File: src/rtl/seg_display_arbiter.sv
// seg_display_arbiter: round-robin owner arbitration for one shared 4-digit seven-segment display.
// Latency: a request seen in IDLE (or on the last GAP cycle) yields gnt plus the latched word on the next cycle.
// Backpressure: level req, no queueing; a requester must drop req within one cycle of gnt or it re-requests.
//
// Ports:
//   clk, reset      - system clock, asynchronous active-high reset
//   req[NREQ]       - level requests, bit i = requester i
//   req_data        - requester i word at [16*i+15:16*i], nibble [15:12] is the leftmost digit
//   idle_data       - word shown while nobody owns the display (IDLE and GAP)
//   gnt             - one-hot single-cycle grant pulse, coincides with the first displayed cycle
//   owner           - index of the current owner, meaningful while busy
//   busy            - high for every SHOW cycle
//   done            - single-cycle pulse on the last SHOW cycle of a non-preempted owner
//   in3..in0        - digit nibbles to the seven-segment driver, in3 is leftmost
//
// Optional build macro SEGARB_PREEMPT_EN: requester 0 becomes urgent and may take the
// display from any other owner (during SHOW) or cut a GAP short. Without it the block
// is purely non-preemptive round-robin.

module seg_display_arbiter #(
    parameter int NREQ         = 3,
    parameter int DWELL_CYCLES = 100_000_000,
    parameter int GAP_CYCLES   = 10_000_000
) (
    input  logic                     clk,
    input  logic                     reset,
    input  logic [NREQ-1:0]          req,
    input  logic [16*NREQ-1:0]       req_data,
    input  logic [15:0]              idle_data,
    output logic [NREQ-1:0]          gnt,
    output logic [$clog2(NREQ)-1:0]  owner,
    output logic                     busy,
    output logic                     done,
    output logic [3:0]               in3,
    output logic [3:0]               in2,
    output logic [3:0]               in1,
    output logic [3:0]               in0
);

    localparam int PW   = $clog2(NREQ);
    localparam int MAXC = (DWELL_CYCLES > GAP_CYCLES) ? DWELL_CYCLES : GAP_CYCLES;
    localparam int CW   = $clog2(MAXC + 1);

    localparam logic [CW-1:0] DWELL_LOAD = CW'(DWELL_CYCLES - 1);
    localparam logic [CW-1:0] GAP_LOAD   = (GAP_CYCLES > 0) ? CW'(GAP_CYCLES - 1) : '0;
    localparam logic [CW-1:0] CNT_ONE    = CW'(1);
    localparam logic [PW-1:0] LAST_IDX   = PW'(NREQ - 1);
    localparam logic          DWELL_ONE  = (DWELL_CYCLES == 1);

    typedef enum logic [1:0] {
        ST_IDLE = 2'd0,
        ST_SHOW = 2'd1,
        ST_GAP  = 2'd2
    } state_t;

    // ------------------------------------------------------------------
    // Registered state
    // ------------------------------------------------------------------
    state_t          state_q;
    logic [CW-1:0]   cnt_q;      // shared dwell / gap down-counter
    logic [PW-1:0]   rr_q;       // highest-priority requester for the next grant
    logic [15:0]     disp_q;     // word currently driven to the digits

    // ------------------------------------------------------------------
    // Next-state values
    // ------------------------------------------------------------------
    state_t          state_d;
    logic [CW-1:0]   cnt_d;
    logic [PW-1:0]   rr_d;
    logic [15:0]     disp_d;
    logic [NREQ-1:0] gnt_d;
    logic [PW-1:0]   owner_d;
    logic            busy_d;
    logic            done_d;

    // Unpack requester words so they can be selected by a narrow index.
    logic [15:0]     words [NREQ];

    for (genvar gi = 0; gi < NREQ; gi++) begin : g_words
        assign words[gi] = req_data[16*gi +: 16];
    end

    // ------------------------------------------------------------------
    // Round-robin pick: first set request scanning upward from rr_q, wrapping.
    // ------------------------------------------------------------------
    logic            pick_vld;
    logic [PW-1:0]   pick_idx;
    logic [PW-1:0]   scan_idx;
    int              scan;

    always_comb begin
        pick_vld = 1'b0;
        pick_idx = '0;
        scan     = 0;
        scan_idx = '0;
        for (int off = 0; off < NREQ; off++) begin
            scan = int'(rr_q) + off;
            if (scan >= NREQ) begin
                scan = scan - NREQ;
            end
            scan_idx = PW'(scan);
            if (!pick_vld && req[scan_idx]) begin
                pick_vld = 1'b1;
                pick_idx = scan_idx;
            end
        end
    end

    // ------------------------------------------------------------------
    // Next-state / output logic
    // ------------------------------------------------------------------
    logic            take;       // a grant is issued at this edge
    logic [PW-1:0]   take_idx;

    always_comb begin
        state_d  = state_q;
        cnt_d    = cnt_q;
        rr_d     = rr_q;
        disp_d   = disp_q;
        gnt_d    = '0;
        owner_d  = owner;
        busy_d   = busy;
        done_d   = 1'b0;
        take     = 1'b0;
        take_idx = pick_idx;

        case (state_q)
            ST_IDLE: begin
                disp_d = idle_data;
                take   = pick_vld;
            end

            ST_SHOW: begin
                if (cnt_q == '0) begin
                    busy_d = 1'b0;
                    disp_d = idle_data;
                    if (GAP_CYCLES > 0) begin
                        state_d = ST_GAP;
                        cnt_d   = GAP_LOAD;
                    end else begin
                        state_d = ST_IDLE;
                    end
                end else begin
                    cnt_d  = cnt_q - 1'b1;
                    // done is registered, so raise it as the counter reaches zero.
                    done_d = (cnt_q == CNT_ONE);
                end
            end

            ST_GAP: begin
                disp_d = idle_data;
                if (cnt_q == '0) begin
                    // The last gap cycle arbitrates exactly as IDLE would, so a
                    // waiting request is granted with no extra dead cycle and
                    // back-to-back owners are DWELL+GAP cycles apart.
                    state_d = ST_IDLE;
                    take    = pick_vld;
                end else begin
                    cnt_d = cnt_q - 1'b1;
                end
            end

            default: begin
                state_d = ST_IDLE;
            end
        endcase

`ifdef SEGARB_PREEMPT_EN
        // Requester 0 may cut in on another owner or on a gap; it never
        // preempts itself. The displaced owner gets no done pulse.
        if (req[0] && (((state_q == ST_SHOW) && (owner != '0)) || (state_q == ST_GAP))) begin
            take     = 1'b1;
            take_idx = '0;
        end
`endif

        if (take) begin
            state_d         = ST_SHOW;
            cnt_d           = DWELL_LOAD;
            gnt_d           = '0;
            gnt_d[take_idx] = 1'b1;
            disp_d          = words[take_idx];
            owner_d         = take_idx;
            busy_d          = 1'b1;
            done_d          = DWELL_ONE;
            rr_d            = (take_idx == LAST_IDX) ? '0 : take_idx + PW'(1);
        end
    end

    // ------------------------------------------------------------------
    // State register
    // ------------------------------------------------------------------
    always_ff @(posedge clk or posedge reset) begin
        if (reset) begin
            state_q <= ST_IDLE;
            cnt_q   <= '0;
            rr_q    <= '0;
            disp_q  <= '0;
            gnt     <= '0;
            owner   <= '0;
            busy    <= 1'b0;
            done    <= 1'b0;
        end else begin
            state_q <= state_d;
            cnt_q   <= cnt_d;
            rr_q    <= rr_d;
            disp_q  <= disp_d;
            gnt     <= gnt_d;
            owner   <= owner_d;
            busy    <= busy_d;
            done    <= done_d;
        end
    end

    assign in3 = disp_q[15:12];
    assign in2 = disp_q[11:8];
    assign in1 = disp_q[7:4];
    assign in0 = disp_q[3:0];

endmodule
File: config.mk
export PLATFORM = sky130hd
export DESIGN_NAME = seg_display_arbiter
export DESIGN_NICKNAME = d
export VERILOG_FILES = /design/src/rtl/seg_display_arbiter.sv
export SDC_FILE = /design/constraint.sdc
export NUM_CORES = 1
export LEC_CHECK = 0
export ABC_AREA = 1
export CAP_MARGIN = 0
export CORE_ASPECT_RATIO = 0.75
export CORE_MARGIN = 2
export CORE_UTILIZATION = 50
export DETAILED_ROUTE_END_ITERATION = 6
export PLACE_DENSITY = 0.92
export RECOVER_POWER = 100
export SLEW_MARGIN = 20
export SYNTH_ARGS = -nofsm -noshare
export SYNTH_HDL_FRONTEND = slang
export SYNTH_SLANG_ARGS = --single-unit
File: constraint.sdc
create_clock -name clk -period 2.6 [get_ports clk]
set_input_delay 0.52 -clock clk [delete_from_list [all_inputs] [get_ports clk]]
set_output_delay 0.52 -clock clk [all_outputs]
set_load 0.05 [all_outputs]
== Word-level counts from Yosys, hierarchy flattened ==
Cells that the tools add are included.

* Equality and inequality tests: 8
* Reductions and logical operators: 16
* Multiplexer cells: 41
* Bitwise operators: 1
* Add/sub/neg operators: 7
* $lt $le $gt $ge: 9

{| class="wikitable"
|+ Operators by type and width
! operator !! count
|-
| 27-bit two-way mux || 3
|-
| 16-bit two-way mux || 4
|-
| 27-bit case mux with 2 select lines || 1
|-
| 16-bit binary-select mux with 2-bit select || 1
|-
| 16-bit case mux with 2 select lines || 1
|-
| 27-bit by 1-bit equality test with 1-bit output (second input constant) || 1
|-
| 27-bit logical NOT || 1
|-
| 27-bit by 1-bit subtractor with 27-bit output (second input constant) || 1
|-
| 2-bit two-way mux || 10
|-
| 1-bit two-way mux || 14
|-
| 2-bit by 3-bit less-than comparator with 1-bit output (second input constant) || 4
|-
| 3-bit inequality test (second input constant) || 3
|-
| 1-bit binary-select mux with 2-bit select || 3
|-
| 3-bit by 2-bit >= comparator with 1-bit output (second input constant) || 2
|-
| 2-bit case mux with 3 select lines || 1
|-
| 2-bit AND reduction || 3
|-
| 3-bit nonzero test || 2
|-
| 2-bit subtractor (second input constant) || 3
|-
| 2-bit equality test (second input constant) || 2
|-
| 2-bit nonzero test || 2
|-
| 2-bit by 1-bit adder with 3-bit output (second input constant) || 1
|-
| 2-bit by 2-bit adder with 3-bit output (second input constant) || 1
|-
| 3-bit >= comparator (second input constant) || 1
|-
| 1-bit logical AND || 3
|-
| other kinds (13) || 14
|}

* Logic and storage cells: 90
* Register bits: 54
* Output and inout port bits: 23

== Depth between registers and ports, before layout ==
Gate-level depths: netlist of the first run.

* Depth in word-level cells: 16
* Mapped depth: 17
* Mapped depth without buffers: 16

== Worst setup path before layout of the first run ==
No wires, ideal clock.

* Kind: register -> register
* From: register rr_q[0]
* To: register disp_q[0]
* Setup time: 118 ps
* Period minus slack after synthesis: 2046 ps
* Arrival time: 1928 ps
* Path buffers: 2
* Setup slack: 554 ps
* Stages on the path, launching flop included: 16
* Data required time: 2482 ps
* Cells stage by stage: dfrtp_1 -> inv_1 -> ha_1 -> inv_2 -> nand2_1 -> nand2_1 -> a21oi_4 -> nand3_2 -> nand3_4 -> nand2_4 -> buf_12 -> buf_12 -> o21ai_2 -> inv_1 -> nand2_1 -> nand2_1

* Longest elaborated chain between the ends: 16

{| class="wikitable"
|+ RTL lines
! what !! RTL line !! RTL
|-
| start: declaration || 61 || <nowiki>logic [PW-1:0] rr_q;</nowiki>
|-
| start signal: assignment || 206 || <nowiki>rr_q <= rr_d;</nowiki>
|-
| branches (longest 16 deep; another with 2-bit by 1-bit adder with 3-bit output) || -- ||
|-
| end signal: assignment || 207 || <nowiki>disp_q <= disp_d;</nowiki>
|-
| end: declaration || 62 || <nowiki>logic [15:0] disp_q;</nowiki>
|}

Parallel ways; which one is timed is not known. The select of a mux whose other input is x is not followed.
A chain may end at the register's enable or synchronous reset.

== Worst setup path after layout of the first run ==
* From: register rr_q[0]
* To: register cnt_q[1]

* Longest elaborated chain between the ends: 15

{| class="wikitable"
|+ RTL lines
! what !! RTL line !! RTL
|-
| branches (longest 10 deep; another with 2-bit by 1-bit adder with 3-bit output) || -- ||
|-
| 1-bit two-way mux * || 102 || <nowiki>if (!pick_vld && req[scan_idx]) begin</nowiki>
|-
| 1-bit two-way mux || 152 || <nowiki>if (cnt_q == '0) begin</nowiki>
|-
| 1-bit case mux with 2 select lines * || 127 || <nowiki>case (state_q)</nowiki>
|-
| 3-bit inequality test (no source line) or 3-bit nonzero test (tied branches) || -- ||
|-
| 2-bit AND reduction (no source line) || -- ||
|-
| end signal: assignment || 205 || <nowiki>cnt_q <= cnt_d;</nowiki>
|-
| end: declaration || 60 || <nowiki>logic [CW-1:0] cnt_q;</nowiki>
|}

Every way passes the cells marked *. The select of a mux whose other input is x is not followed.

==> results of run 1 <==
worst paths after layout:
| path | cells after the start | startpoint | endpoint |
|---|---|---|---|
| min in group asynchronous | 3 | reset | cnt_q[25]$_DFFE_PP0P_ |
| worst min register to register | 2 | owner[1]$_DFFE_PP0P_ | owner[1]$_DFFE_PP0P_ |
| worst min-delay path | 2 | owner[1]$_DFFE_PP0P_ | owner[1]$_DFFE_PP0P_ |
| worst max register to register | 13 | rr_q[0]$_DFFE_PP0P_ | cnt_q[1]$_DFFE_PP0P_ |
| max in group asynchronous | 3 | reset | cnt_q[23]$_DFFE_PP0P_ |
| worst max-delay path | 13 | rr_q[0]$_DFFE_PP0P_ | cnt_q[1]$_DFFE_PP0P_ |
per-stage QoR:
stage	cells	setup TNS [ns]	total power, W	util	setup slack, ns
after floorplan	523	0	0.000916	-	0.554
after global placement	715	0	0.00104	0.657	0.114
after detailed placement	715	-0.209	0.00105	0.657	-0.0666
after CTS	723	0	0.00151	0.669	0.108
after global routing	726	0	0.00155	0.669	0.00532
final	726	0	0.00151	0.669	0.143
cells in the mapped netlist, types with 8 or more instances:
| cell | instances |
|---|---|
| dfrtp_1 | 54 |
| inv_1 | 50 |
| nand2_1 | 163 |
| nand3_1 | 48 |
| nand4_1 | 14 |
| nor2_1 | 54 |
| nor2_2 | 8 |
| nor2_4 | 8 |
| nor3_1 | 9 |
| o21ai_0 | 24 |
| o21ai_1 | 8 |
| xor2_1 | 9 |
what timing repair did:
| item | CTS | global route |
|---|---|---|
| setup buffers | 0 | 3 |
| resized for setup | 0 | 1 |
| endpoints found under the setup margin | 0 | 17 |
power groups by stage:
stage	sequential (W)	combinational (W)	clock [W]
CTS	0.000839	0.000192	0.000482
floorplan	0.000856	0.0000605	0
global placement	0.000856	0.000184	0
finish	0.000839	0.000197	0.000473
detailed placement	0.000856	0.000190	0
global route	0.000839	0.000211	0.000503
layer usage:
metal	track usage	part of all wire	wire length, um	vias up
li1	-	-	-	1883
met1	0.329	0.43	4630	1862
met2	0.466	0.50	5430	173
met3	0.0279	0.051	559	33
met4	0.0797	0.023	249	0
met5	0	0	0	-
state kept, by name (all words and copies together), names as in the netlist:
signal / flops
gnt: 3
busy: 1
state_q: 2
owner: 2
rr_q: 2
done: 1
disp_q: 16
cnt_q: 27
final cells by class:
class / instances / share of cell area
multi-input combinational: 397 / 0.419
sequential: 54 / 0.276
timing repair buffer: 109 / 0.218
inverter: 57 / 0.0436
tap: 101 / 0.0258
clock buffer: 6 / 0.0148
clock inverter: 2 / 0.00281
cells by family after synthesis:
group                    after synthesis  share of synthesized area
AND/OR/NAND/NOR                      325                      0.408
buffers and inverters                 72                     0.0931
AO/OA/AOI/OAI                         55                     0.0944
flip-flops                            54                      0.359
XOR/XNOR                              11                     0.0256
adder cells (fa/ha/maj)                6                     0.0199
worst max-delay path: cells and delay by family, from the launching register on:
kind	cells	cell delay, ns
adder cells (fa/ha/maj)	1	0.42
buffers and inverters	4	0.44
AO/OA/AOI/OAI	2	0.24
AND/OR/NAND/NOR	6	0.80
flip-flops	1	0.36
==> flow_summary.toml, run 1 <==
[yosys]
postSynthNetCount = 598
synth_edf_count = 0
ys_types = 38
netlist_area_sq_um = 3760
synth.area.top_cells = "dfrtp_1 (36%), nand2_1 (16%), nand3_1 (6.4%)"
synth_top_cell_by_area = "dfrtp_1"
synth_cells = 523
ys_ff_latch = 54
synth_top_area_share = 0.359
syn_area_per_cell_sq_um = 7.20
yosys_most_used_dff = "dfrtp_1"
ys_seq_area_frac = 0.359
async_reset_ff_frac = 1.00
yosysWarnings = 0

[power]
p_sw_w = 0.000363
power_leakage_nw = 2.26
seqPwrFrac = 0.556
p_int_w = 0.00115
p_per_area_nw_per_um2 = 308
clockPowerShare = 0.313
ir_drop_mv = 0.244
power_switching_share = 0.241
combPwrFrac = 0.130

[cells_and_area]
layout-drive-gt1-share = 0.112
layout_commonest_cell = "nand2_1"
layout_common_cells = "nand2_1 (163), clkdlybuf4s50_1 (67), nor2_1 (55), dfrtp_1 (54), inv_1 (49)"
postLayoutCellArea_sq_um = 4900
fillers = 590
regArea_sq_um = 1350
antenna-diode-count = 0
num-nets-final = 699
multi_input_area_sq_um = 2060
layout-area-overhead-vs-synth_pct = 30.3

[route]
first_pass_iters = 5
drt_wl_total_um = 10900
route.detailed.drc = 0
antenna_left = 0
vias = 3951
wl_per_cell_um = 15.0
vias_per_cell = 5.44
drt_first_iter_violations = 310

[sta]
finalCriticalPeriod_ns = 2.46
rsz0062_at_grt = "false"
fmax_mhz = 407
worstMarginPinSlew_ns = 1.35
relSlewSlack = 0.0980
whs_ns = 0.489
finalHoldViolations = 0
final-setup-viol-count = 0
fin_crit_sh = 0.945
finalMaxSlewViolations = 0
skew_ns = 0.0227

[clocking]
cts_tree = "built"
hold_buffers = 0
numCtsBuffers = 5
cts_max_level = 2
clk_pin_slew_worst_paths_ns = 0.11
clockBufferDepth = 2
cts_sinks = 54
clockRootBuffer = "clkbuf_8"
clock_latency_ns = 0.31

[worst_setup_path]
crit_path_start_kind = "register"
max_stage_delay_ns = 0.42
cp.required_ns = 2.74
worstSetupPathType = "register to register"
cp-end-kind = "register"
r2r_slack_ns = 0.14
cp_max_fo = 10
slowest_stage = "ha_2"
crit_chain = "inv_1, ha_2, inv_2, nand2_1, nand2_1, a21oi_4, nand3_2, nand2_4, nand2_4, nor2_4, buf_4, clkbuf_2, a32oi_1"
crit_arrival_ns = 2.60

[placement]
port_buffers = 91
gp_congestion = 0.908
dp_hpwl_um = 8250
placed_area_sq_um = 4810

[status]
outcome = "completed"

[grt]
antenna_found_initial = 0
grt_pass1_wl_um = 17500
grt_max_degree = 55
overflow = 0
grt_usage = 0.258
grt_pass1_vias = 3730

[die]
dieHeight_um = 79.1
die_area_sq_um = 8240
pin_count = 92
die_x_um = 104
start_util = 0.513
core_sq_um = 7330
rows = 27

[hold_path]
min-delay-path-class = "register to register"

[run]
maxCapViolCount = 0
Power figures use the tool's default switching activity.
==> run 2: changes to the inputs <==
--- a/config.mk
+++ b/config.mk
@@ -10,6 +10,7 @@
 export CORE_ASPECT_RATIO = 0.75
 export CORE_MARGIN = 2
 export CORE_UTILIZATION = 50
+export CTS_BUF_LIST = sky130_fd_sc_hd__clkbuf_8
 export DETAILED_ROUTE_END_ITERATION = 6
 export PLACE_DENSITY = 0.92
 export RECOVER_POWER = 100
==> flow_summary.toml, run 2 (synthesis results as in run 1) <==
[worst_setup_path]
critPathBufInv = 4
r2r-end = "cnt_q[1]$_DFFE_PP0P_"
cp.required_ns = 2.74
cp_max_fo = 10
crit_chain = "inv_1, ha_2, inv_2, nand2_1, nand2_1, a21oi_4, nand3_2, nand2_4, nand2_4, nor2_4, buf_4, clkbuf_2, a32oi_1"
r2r_slack_ns = 0.14
critPathTopFamily = "simple AND/OR/NAND/NOR gates"
crit_path_start_kind = "register"
max_stage_delay_ns = 0.42
cp-end-kind = "register"
slowest_stage = "ha_2"
worstSetupPathType = "register to register"
r2r_cells = 13
crit_arrival_ns = 2.60
regToRegStartpoint = "rr_q[0]$_DFFE_PP0P_"

[route]
route.detailed.drc = 0
vias = 3938
drt_wl_total_um = 10900
first_pass_iters = 5
drt_first_iter_violations = 302
wl_per_cell_um = 15.0
vias_per_cell = 5.42
antenna_left = 0

[sta]
relSlewSlack = 0.0985
finalCriticalPeriod_ns = 2.46
setup_tns_ns = 0
final-setup-viol-count = 0
skew_ns = 0.0226
finalHoldViolations = 0
finalMaxSlewViolations = 0
fin_crit_sh = 0.945
worstMarginPinSlew_ns = 1.35
rsz0062_at_grt = "false"
whs_ns = 0.488
setup_ws_ns = 0.142
fmax_mhz = 407

[clocking]
numCtsBuffers = 5
cts_max_level = 2
cts_sinks = 54
clockBufferDepth = 2
clk_pin_slew_worst_paths_ns = 0.11
clockRootBuffer = "clkbuf_8"
cts_tree = "built"
clock_latency_ns = 0.31

[cells_and_area]
regMostFlops = "cnt_q"
layout_commonest_cell = "nand2_1"
top_regs = "cnt_q x27, disp_q x16, gnt x3"
layout-area-overhead-vs-synth_pct = 30.3
instances_no_fill = 726
antenna-diode-count = 0
largest_reg_flops = 27
num-nets-final = 699
layout_common_cells = "nand2_1 (163), clkdlybuf4s50_1 (67), nor2_1 (55), dfrtp_1 (54), inv_1 (50)"
layout-drive-gt1-share = 0.112

[grt]
antenna_found_initial = 0
grt_pass1_wl_um = 17500
grt_max_degree = 55
overflow = 0
grt_pass1_vias = 3730
grt_usage = 0.258

[die]
pin_count = 92
core_sq_um = 7330
start_util = 0.513
die_area_sq_um = 8240
rows = 27
die_x_um = 104
dieHeight_um = 79.1

[power]
power_leakage_nw = 2.26
ir_drop_mv = 0.244
power_w = 0.00151
p_per_area_nw_per_um2 = 307

[hold_path]
min_path_cells = 2
worstHoldStart = "owner[1]$_DFFE_PP0P_"
min-delay-path-class = "register to register"
whs_endpoint = "owner[1]$_DFFE_PP0P_"

[placement]
port_buffers = 91
post-place-ws_ns = -0.0666
dp_hpwl_um = 8250
gp_congestion = 0.908
dp_cells = 715

[status]
outcome = "completed"

[run]
maxCapViolCount = 0
==> run 2: per-layer routing <==
| metal | routed length [um] | up-vias | GRT usage |
|---|---|---|---|
| met5 | 0 | - | 0 |
| met4 | 240 | 0 | 0.0797 |
| met3 | 532 | 29 | 0.0279 |
| met2 | 5450 | 162 | 0.466 |
| met1 | 4650 | 1862 | 0.329 |
| li1 | - | 1885 | - |
==> run 2: worst max-delay path by stage <==
stage	startpoint	end	slack (ns)	cells after the start
2_1_floorplan	rr_q[0]$_DFFE_PP0P_	disp_q[0]$_DFFE_PP0P_	0.55	15
3_3_place_gp	req[2]	disp_q[2]$_DFFE_PP0P_	0.11	12
3_5_place_dp	req[2]	disp_q[2]$_DFFE_PP0P_	-0.07	12
4_1_cts	rr_q[0]$_DFFE_PP0P_	cnt_q[20]$_DFFE_PP0P_	0.11	13
5_1_grt	rr_q[0]$_DFFE_PP0P_	cnt_q[8]$_DFFE_PP0P_	0.005	14
6_report	rr_q[0]$_DFFE_PP0P_	cnt_q[1]$_DFFE_PP0P_	0.14	13
==> run 2: where the power goes <==
| part | leakage, nW | total [W] | internal [W] | switching (W) |
|---|---|---|---|---|
| sequential | 0.568 | 0.000839 | 0.000839 | 0 |
| clock | 0.0493 | 0.000469 | 0.000187 | 0.000282 |
| combinational | 1.64 | 0.000197 | 0.000115 | 0.0000815 |
| total | 2.26 | 0.00151 | 0.00114 | 0.000364 |
==> run 2: worst reg2reg max path: stages, from the launching register on <==
cell and delay, ns:
dfrtp_1 0.36, inv_1 0.08, ha_2 0.42, inv_2 0.07, nand2_1 0.06, nand2_1 0.09
a21oi_4 0.19, nand3_2 0.19, nand2_4 0.15, nand2_4 0.08, nor2_4 0.25, buf_4 0.18
clkbuf_2 0.12, a32oi_1 0.05
==> run 2: per-stage QoR <==
| step | cell area [sq um] | util |
|---|---|---|
| final | 4900 | 0.669 |
| after global routing | 4900 | 0.669 |
| after CTS | 4900 | 0.669 |
| after detailed placement | 4810 | 0.657 |
| after global placement | 4810 | 0.657 |
| after floorplan | 3760 | - |
==> run 2: layout make-up <==
class                           instances  area (sq um)
Multi-Input combinational cell        397          2060
Tap cell                              101           126
Sequential cell                        54          1350
Fill cell                             590          2430
Clock buffer                            5          68.8
Inverter                               57           214
Clock inverter                          3          17.5
Timing Repair Buffer                  109          1070
==> run 2: what timing repair did <==
item	CTS	global route
resized for setup	0	1
hold buffers	0	0
setup buffers	0	3
endpoints found under the setup margin	0	17
==> run 3: changes to the inputs <==
--- a/config.mk
+++ b/config.mk
@@ -14,6 +14,7 @@
 export DETAILED_ROUTE_END_ITERATION = 6
 export PLACE_DENSITY = 0.92
 export RECOVER_POWER = 100
+export SKIP_CTS_REPAIR_TIMING = 1
 export SLEW_MARGIN = 20
 export SYNTH_ARGS = -nofsm -noshare
 export SYNTH_HDL_FRONTEND = slang
==> results of run 3 <==
No change in the layout: final DEF, timing and power equal those of run 2.
